<file path="src/rtl/rv_pkg.sv">
// Shared fetch-path definitions: default widths, the NOP encoding and the
// {pc, instr} entry type handed from fetch to decode.
package rv_pkg;

  localparam int DEFAULT_XLEN = 64;
  localparam int DEFAULT_ILEN = 32;

  localparam logic [31:0] NOP = 32'h0000_0013;

  typedef struct packed {
    logic [DEFAULT_XLEN-1:0] pc;
    logic [DEFAULT_ILEN-1:0] instr;
  } fetch_entry_t;

endpackage

</file>
<file path="src/rtl/fetch_fifo.sv">
// Synchronous FIFO with push, pop and a single-cycle flush; read data is the
// current head and is only meaningful while count is non-zero.
module fetch_fifo #(
  parameter int WIDTH = 96,
  parameter int DEPTH = 4
) (
  input  logic                         clk,
  input  logic                         rst_n,
  input  logic                         flush,
  input  logic                         push,
  input  logic [WIDTH-1:0]             push_data,
  input  logic                         pop,
  output logic [WIDTH-1:0]             pop_data,
  output logic [$clog2(DEPTH+1)-1:0]   count
);

  localparam int CW = $clog2(DEPTH+1);
  localparam int PW = $clog2(DEPTH);

  logic [WIDTH-1:0] mem [DEPTH];
  logic [PW-1:0]    wr_ptr;
  logic [PW-1:0]    rd_ptr;
  logic             do_push;
  logic             do_pop;

  // DEPTH is a power of two, so the pointers wrap on their own.
  assign do_pop   = pop && (count != '0);
  assign do_push  = push && ((count != CW'(DEPTH)) || do_pop);
  assign pop_data = mem[rd_ptr];

  always_ff @(posedge clk) begin
    if (do_push && !flush) begin
      mem[wr_ptr] <= push_data;
    end
  end

  always_ff @(posedge clk or negedge rst_n) begin
    if (!rst_n) begin
      wr_ptr <= '0;
      rd_ptr <= '0;
      count  <= '0;
    end else if (flush) begin
      wr_ptr <= '0;
      rd_ptr <= '0;
      count  <= '0;
    end else begin
      wr_ptr <= wr_ptr + PW'(do_push);
      rd_ptr <= rd_ptr + PW'(do_pop);
      count  <= count + CW'(do_push) - CW'(do_pop);
    end
  end

endmodule

</file>
<file path="src/rtl/if_prefetch_unit.sv">
// Instruction fetch front end: PC ownership, credit-limited imem requests,
// stale-response dropping after redirects and an IF/ID-facing prefetch queue.
// Define IF_BYPASS_EN to forward a response straight to the outputs when the queue is empty.
module if_prefetch_unit import rv_pkg::*; #(
  parameter int              DEPTH    = 4,
  parameter int              XLEN     = DEFAULT_XLEN,
  parameter int              ILEN     = DEFAULT_ILEN,
  parameter logic [XLEN-1:0] RESET_PC = '0
) (
  input  logic            clk,
  input  logic            rst_n,
  output logic            imem_req_valid,
  input  logic            imem_req_ready,
  output logic [XLEN-1:0] imem_req_addr,
  input  logic            imem_rsp_valid,
  input  logic [ILEN-1:0] imem_rsp_data,
  input  logic            redirect,
  input  logic [XLEN-1:0] redirect_pc,
  input  logic            id_ready,
  output logic            if_valid,
  output logic [XLEN-1:0] if_pc,
  output logic [ILEN-1:0] if_instr
);

  localparam int CW = $clog2(DEPTH+1);
  localparam int EW = XLEN + ILEN;

  logic [XLEN-1:0] fetch_pc;
  logic [CW-1:0]   drop_cnt;
  logic [CW-1:0]   tag_count;
  logic [CW-1:0]   q_count;
  logic [CW-1:0]   outstanding;
  logic [CW:0]     credit_sum;
  logic [XLEN-1:0] tag_pc;
  logic [EW-1:0]   q_data;
  logic            req_fire;
  logic            rsp_legal;
  logic            rsp_keep;
  logic            tag_pop;
  logic            bypass;
  logic            q_push;
  logic            q_pop;
  logic [XLEN-1:0] sel_pc;
  logic [ILEN-1:0] sel_instr;

  // Every live tag belongs to a response still owed, and a redirect moves the
  // whole owed count into drop_cnt while flushing the tags.
  assign outstanding = tag_count + drop_cnt;
  assign credit_sum  = {1'b0, q_count} + {1'b0, outstanding};

  assign imem_req_valid = rst_n && !redirect && (credit_sum < (CW+1)'(DEPTH));
  assign imem_req_addr  = fetch_pc;
  assign req_fire       = imem_req_valid && imem_req_ready;

  assign rsp_legal = imem_rsp_valid && (outstanding != '0);
  assign tag_pop   = rsp_legal && (drop_cnt == '0);
  assign rsp_keep  = tag_pop && !redirect;

`ifdef IF_BYPASS_EN
  assign bypass = rsp_keep && (q_count == '0);
`else
  assign bypass = 1'b0;
`endif

  assign q_push = rsp_keep && !(bypass && id_ready);
  assign q_pop  = (q_count != '0) && id_ready;

  assign sel_pc    = bypass ? tag_pc : q_data[EW-1:ILEN];
  assign sel_instr = bypass ? imem_rsp_data : q_data[ILEN-1:0];

  assign if_valid = (q_count != '0) || bypass;
  assign if_pc    = if_valid ? sel_pc : '0;
  assign if_instr = if_valid ? sel_instr : ILEN'(NOP);

  fetch_fifo #(.WIDTH(XLEN), .DEPTH(DEPTH)) u_tag_fifo (
    .clk       (clk),
    .rst_n     (rst_n),
    .flush     (redirect),
    .push      (req_fire),
    .push_data (fetch_pc),
    .pop       (tag_pop),
    .pop_data  (tag_pc),
    .count     (tag_count)
  );

  fetch_fifo #(.WIDTH(EW), .DEPTH(DEPTH)) u_queue (
    .clk       (clk),
    .rst_n     (rst_n),
    .flush     (redirect),
    .push      (q_push),
    .push_data ({tag_pc, imem_rsp_data}),
    .pop       (q_pop),
    .pop_data  (q_data),
    .count     (q_count)
  );

  // A redirect discards every response still owed, including one arriving now.
  always_ff @(posedge clk or negedge rst_n) begin
    if (!rst_n) begin
      fetch_pc <= RESET_PC;
      drop_cnt <= '0;
    end else if (redirect) begin
      fetch_pc <= redirect_pc & ~XLEN'(3);
      drop_cnt <= outstanding - CW'(rsp_legal);
    end else begin
      if (req_fire) begin
        fetch_pc <= fetch_pc + XLEN'(4);
      end
      if (rsp_legal && (drop_cnt != '0)) begin
        drop_cnt <= drop_cnt - CW'(1);
      end
    end
  end

endmodule

</file>
<file path="config.mk">
export PLATFORM = sky130hd
export DESIGN_NAME = if_prefetch_unit
export DESIGN_NICKNAME = d
export VERILOG_FILES = /design/src/rtl/rv_pkg.sv /design/src/rtl/fetch_fifo.sv /design/src/rtl/if_prefetch_unit.sv
export SDC_FILE = /design/constraint.sdc
export NUM_CORES = 1
export LEC_CHECK = 0
export CORE_ASPECT_RATIO = 1.75
export CORE_UTILIZATION = 28
export CTS_CLUSTER_SIZE = 30
export DETAILED_ROUTE_END_ITERATION = 8
export MAX_ROUTING_LAYER = met4
export SKIP_LAST_GASP = 1
export SLEW_MARGIN = 20
export SYNTH_ARGS = -nofsm -noshare
export SYNTH_HDL_FRONTEND = slang
export SYNTH_HIERARCHICAL = 1
export SYNTH_SLANG_ARGS = --single-unit
export TNS_END_PERCENT = 10
</file>
<file path="constraint.sdc">
create_clock -name clk -period 17.7 [get_ports clk]
set_clock_uncertainty 0.05 [all_clocks]
set_input_delay 2.655 -clock clk [delete_from_list [all_inputs] [get_ports clk]]
set_output_delay 2.655 -clock clk [all_outputs]
set_load 0.05 [all_outputs]
</file>
After elaboration in Yosys (flattened, before gate mapping)
Memories as Yosys holds them, arrays and structs flattened.
Cells that the tools add are included.
{ "word_totals": {"wordCells": 66, "regBits": 81, "in_bits": 102, "mem_count": 2, "ramBits": 640} }
{ "op_classes": {"order_cmp": 1, "n_addsub": 13, "mux": 16, "n_eq_ne": 2, "n_reduce_logical": 24} }
{ "memory_table": {"columns": ["name", "depth", "width", "read_ports", "rd_ports_with_merged_regs", "write_ports", "line", "source"], "rows": [
  ["u_queue.mem", 4, 96, 1, 0, 1, "fetch_fifo.sv:20", "logic [WIDTH-1:0] mem [DEPTH];"],
  ["u_tag_fifo.mem", 4, 64, 1, 0, 1, "fetch_fifo.sv:20", null]
]} }
{ "op_table": {"columns": ["operator", "count"], "rows": [
  ["$mux 64", 3],
  ["$add 64x3->64 const B", 1],
  ["$mux 32", 1],
  ["$logic_and 1x1->1", 14],
  ["$mux 3", 4],
  ["$reduce_bool 3->1", 4],
  ["$sub 3x1->3", 3],
  ["$add 2x1->2", 4],
  ["$mux 2", 4],
  ["$add 3x1->3", 2],
  ["$ne 3x3->1 const B", 2],
  ["$add 3x3->4", 1],
  ["$lt 4x3->1 const B", 1],
  ["$mux 1", 4],
  ["$reduce_bool 2->1", 2],
  ["$add 3x3->3", 1],
  ["$logic_not 3->1", 1],
  ["$sub 3x1->3 const B", 1],
  ["$logic_or 1x1->1", 2],
  ["$logic_not 1->1", 1]
]} }

Depth between registers and ports, before layout
{ "logic_depth": {"depth_word": 10, "mapped_depth": 17, "depth_no_buf": 16} }

By module
The synthesis kept the hierarchy.
{ "by_module_without_submodules": {"columns": ["mod", "area_per_inst_um2", "cells_per_inst", "instances", "seq_area_each_um2"], "rows": [
  ["fetch_fifo (u_queue)", 14267.4, 537, 1, 11706.2],
  ["fetch_fifo (u_tag_fifo)", 9711.8, 368, 1, 7862.5],
  ["if_prefetch_unit", 4897.2, 602, 1, 1626.6]
]} }

Least setup slack after synthesis
OpenSTA, ideal clock, no wires.
{ "synth_timing": {"path_type": "input -> register", "start": "input redirect", "end": "memory u_queue.mem[3][0], enable pin", "path_stages": 6, "setup_slack_ps": 3377, "setup_time_ps": 820, "arrival_ps": 13453, "path_cell_list": "buf_2 -> clkbuf_1 -> clkbuf_1 -> nor3_1 -> nand2_1 -> nor4b_1"} }
{ "synth_between": {"elab_chain_len": 6} }
{ "synth_lines": {"columns": ["item", "line", "source"], "rows": [
  ["start, declared", "if_prefetch_unit.sv:17", "input logic redirect,"],
  ["$logic_not 1->1", "if_prefetch_unit.sv:57", "assign rsp_keep = tag_pop && !redirect;"],
  ["$logic_and 1x1->1", "if_prefetch_unit.sv:57", null],
  ["net q_push", "if_prefetch_unit.sv:41", "logic q_push;"],
  ["$logic_and 1x1->1", "fetch_fifo.sv:28", "assign do_push = push && ((count != CW'(DEPTH)) || do_pop);"],
  ["$logic_and 1x1->1", "fetch_fifo.sv:32", "if (do_push && !flush) begin"],
  ["$mux 1", "fetch_fifo.sv:32", null],
  ["$mux 1 (implied by the code)", "fetch_fifo.sv:33", "mem[wr_ptr] <= push_data;"],
  ["end, declared", "fetch_fifo.sv:20", null]
]} }
The timed path passes the listed nets, and every way through them passes these cells.

Worst setup path in the final report
{ "layout_timing": {"start": "input redirect", "end": "output imem_req_valid"} }
{ "layout_between": {"elab_chain_len": 3} }
{ "layout_lines": {"columns": ["item", "line", "source"], "rows": [
  ["$logic_not 1->1", "if_prefetch_unit.sv:51", "assign imem_req_valid = rst_n && !redirect && (credit_sum < (CW+1)'(DEPTH));"],
  ["$logic_and 1x1->1 (2 in a row)", "if_prefetch_unit.sv:51", null],
  ["end, declared", "if_prefetch_unit.sv:12", "output logic imem_req_valid,"]
]} }
No other way between the ends.

==> flow_metrics.tcl <==
set metrics [dict create \
    std_cell_rows 155 \
    period_minus_slack_ps 7230 \
    post_cts_buffers 0 \
    insertion_delay_ps 630 \
    reg2reg_from "u_queue/count[1]" \
    path_cells "buf_4 > nor3_2 > and4b_1 > clkdlybuf4s50_1" \
    slew_headroom_pct 28.9 \
    ctsRootBufferMaster "clkbuf_16" \
    cts_buffer_depth 3 \
    drv_slew 0 \
    avgRoutedWirePerCell_um 23.1 \
    finalNetCount 1936 \
    wl_met2_um 38500 \
    cts_resized 0 \
    hp-start "imem_req_addr[2]" \
    cp.required_ps 15000 \
    htreeDepth 3 \
    fin_tns_setup_ps 0 \
    hold_class "reg2reg" \
    async_reset_ff_share_pct 11.0 \
    synth_cell_types 67 \
    status "completed" \
    reg2regPathDepth 7 \
    fmax_mhz 138 \
    worst_slew_pin_slew_ps 1060 \
    grt_pass1_wl_um 109000 \
    critPathLaunch "redirect" \
    die_height_um 427 \
    num_vias 15200 \
    route.layer.met1.wl_um 30200 \
    vias_per_cell 4.74 \
    grt_usage_pct 14.8 \
    die_w_um 245 \
    crit_path_max_fanout 69 \
    ys_warn_count 6 \
    r2r_end "u_queue/mem[1][65]" \
    routabilityCongestion 0.850 \
    cp-end-kind "output port" \
    cts_hold_buf 0 \
    cp_slowest_stage_delay_ps 840 \
    initial_core_util_pct 28.3 \
    grt_overflow 0 \
    wl_um 74100 \
    coreArea_sq_um 102000 \
    synth_ff_type "edfxtp_1" \
    crit_type "in2out" \
    grt_start_max_net_pins 70 \
    ys_ff_latch 719 \
    drc 0 \
    dr.pass1.iters 5 \
    clock_sinks 719 \
    final_cells 3205 \
    drive_above_1_share_pct 18.2 \
    ys_seq_area_share_pct 73.4 \
    synth_edf_count 640 \
    tritoncts "yes" \
    worst_ep_arrival_time_ps 4520 \
    peakVddDrop_v 0.0000767 \
    syn_area_sq_um 28900 \
    die-area_sq_um 104000 \
    ant_nets 0 \
    leakage_nw 11.2 \
    io_buffer_count 259 \
    utilization_pct 34.7 \
    synth.area.top_cells "edfxtp_1, mux4_2, dfrtp_1, and2_1, nand2_1" \
    cts_buffers 71 \
    powerDensity_nw_per_um2 111 \
    hpwlAfterDp_um 47500 \
    dr.max_layer_used "met4" \
    fillers 9726 \
    drt_iter0_drc 923 \
    rsz0062_at_grt "no" \
    setup_viol_count_final 0 \
    regToRegSetupSlack_ps 13160 \
    start_kind "input pin" \
    drv_cap 0 \
    pre_cts_slack_ps 10490 \
    dp_cells 3075 \
    holdPathEnd "imem_req_addr[2]" \
    area_growth_pct 22.4 \
    antenna_found_initial 2 \
    fin_ws_ps 10480 \
    synth_top_area_share_pct 66.6 \
    syn_area_per_cell_sq_um 19.2 \
    wl_met3_um 3470 \
    slowest_stage "clkdlybuf4s50_1" \
    fin_crit_sh_pct 40.8 \
    grt_pass1_vias 16400 \
    clk_pin_slew_worst_paths_ps 70 \
    io_pins 264 \
    hold_viol_final 0 \
    hold_depth 1 \
    syn_inst 1507 \
    synth_top_area_cell "edfxtp_1" \
]
[cells in the mapped netlist (13+ instances only)]
cell type  count
dfrtp_1       79
nor3_1        15
buf_2         24
o211ai_1      23
nor2_1        35
inv_1         20
clkbuf_1      30
and3_1        13
ha_1          16
mux4_2       156
nand3_1       47
nand4_1       19
o21ai_0       29
xnor2_1       16
edfxtp_1     640
nand2_1       71
and2_1       105
[power breakdown]
part,switching [mW],internal (mW)
Clock,0.651,0.829
Sequential,0.0626,1.91
Combinational,0.299,0.162
[per-stage QoR]
stage,hold WS [ps],total power [mW],instance area [sq um]
after global placement,434,2.46,33000
after detailed placement,448,2.48,33000
after floorplan,455,2.27,28900
after global routing,481,4.05,35400
final,454,3.91,35400
after CTS,458,3.97,35300
[state kept, by name (all words and copies together) (netlist names)]
signal and cells:
imem_req_addr 62, u_tag_fifo/rd_ptr 2, u_queue/rd_ptr 2, u_queue/count 3, u_tag_fifo/count 3, u_queue/mem 384, u_tag_fifo/mem 256, u_queue/wr_ptr 2
drop_cnt 3, u_tag_fifo/wr_ptr 2
[worst max-delay path: cells and delay by family]
family                 cells  cell delay, ps
buffers and inverters      2            1160
AND/OR/NAND/NOR            2             650
[per-layer routing]
layer	GRT usage (%)	up-vias
li1	-	6667
met1	17.5	7965
met2	25.4	465
met3	2.44	101
met4	4.94	0
met5	-	-
[final cells by class]
| class | count | area [sq um] | share of cell area, % |
|---|---|---|---|
| inverters | 22 | 82.6 | 0.234 |
| clock buffers | 87 | 1890 | 5.34 |
| multi-input cells | 702 | 7200 | 20.4 |
| repair buffers | 299 | 2920 | 8.25 |
| diodes | 2 | 5.00 | 0.0142 |
| flip-flops and latches | 719 | 21200 | 60.0 |
| well taps | 1334 | 1670 | 4.72 |
| clock inverters | 40 | 383 | 1.08 |
[cells in the final DEF, fill, tap and decap left out, drive strengths merged, types with 7 or more instances in the layout]
master and instances:
and3 14, nand2b 8, nand3 53, mux4 160, nor2b 8, inv 27
nor4 9, nand4 21, buf 42, edfxtp 640, nor3 19, dfrtp 79
xor2 11, nand2 71, o211ai 23, and2 106, xnor2 16, o21ai 31
a21oi 11, nor2 36, nor4b 7, ha 16, clkbuf 87, a31oi 11
clkinv 25, o311ai 7, clkdlybuf4s50 257, conb 10
[worst max-delay path by stage]
| stage | to | slack (ps) | cells past startpoint |
|---|---|---|---|
| final | imem_req_valid | 10480 | 4 |
| after global routing | imem_req_valid | 10370 | 4 |
| after CTS | imem_req_valid | 10470 | 4 |
| after detailed placement | imem_req_valid | 10490 | 4 |
| after global placement | imem_req_valid | 10500 | 4 |
| after floorplan | u_queue/mem[3][0] | 3380 | 6 |
[kinds of logic after synthesis]
logic type	Yosys count	share of synthesized area, %
XOR/XNOR	30	1.05
AO/OA/AOI/OAI	103	2.35
adder cells (fa/ha/maj)	19	0.901
AND/OR/NAND/NOR	373	7.48
multiplexers	167	12.8
flip-flops	719	73.4
buffers and inverters	95	2.01
other	1	0.0130
No activity file was read; power rests on OpenSTA's default activity.
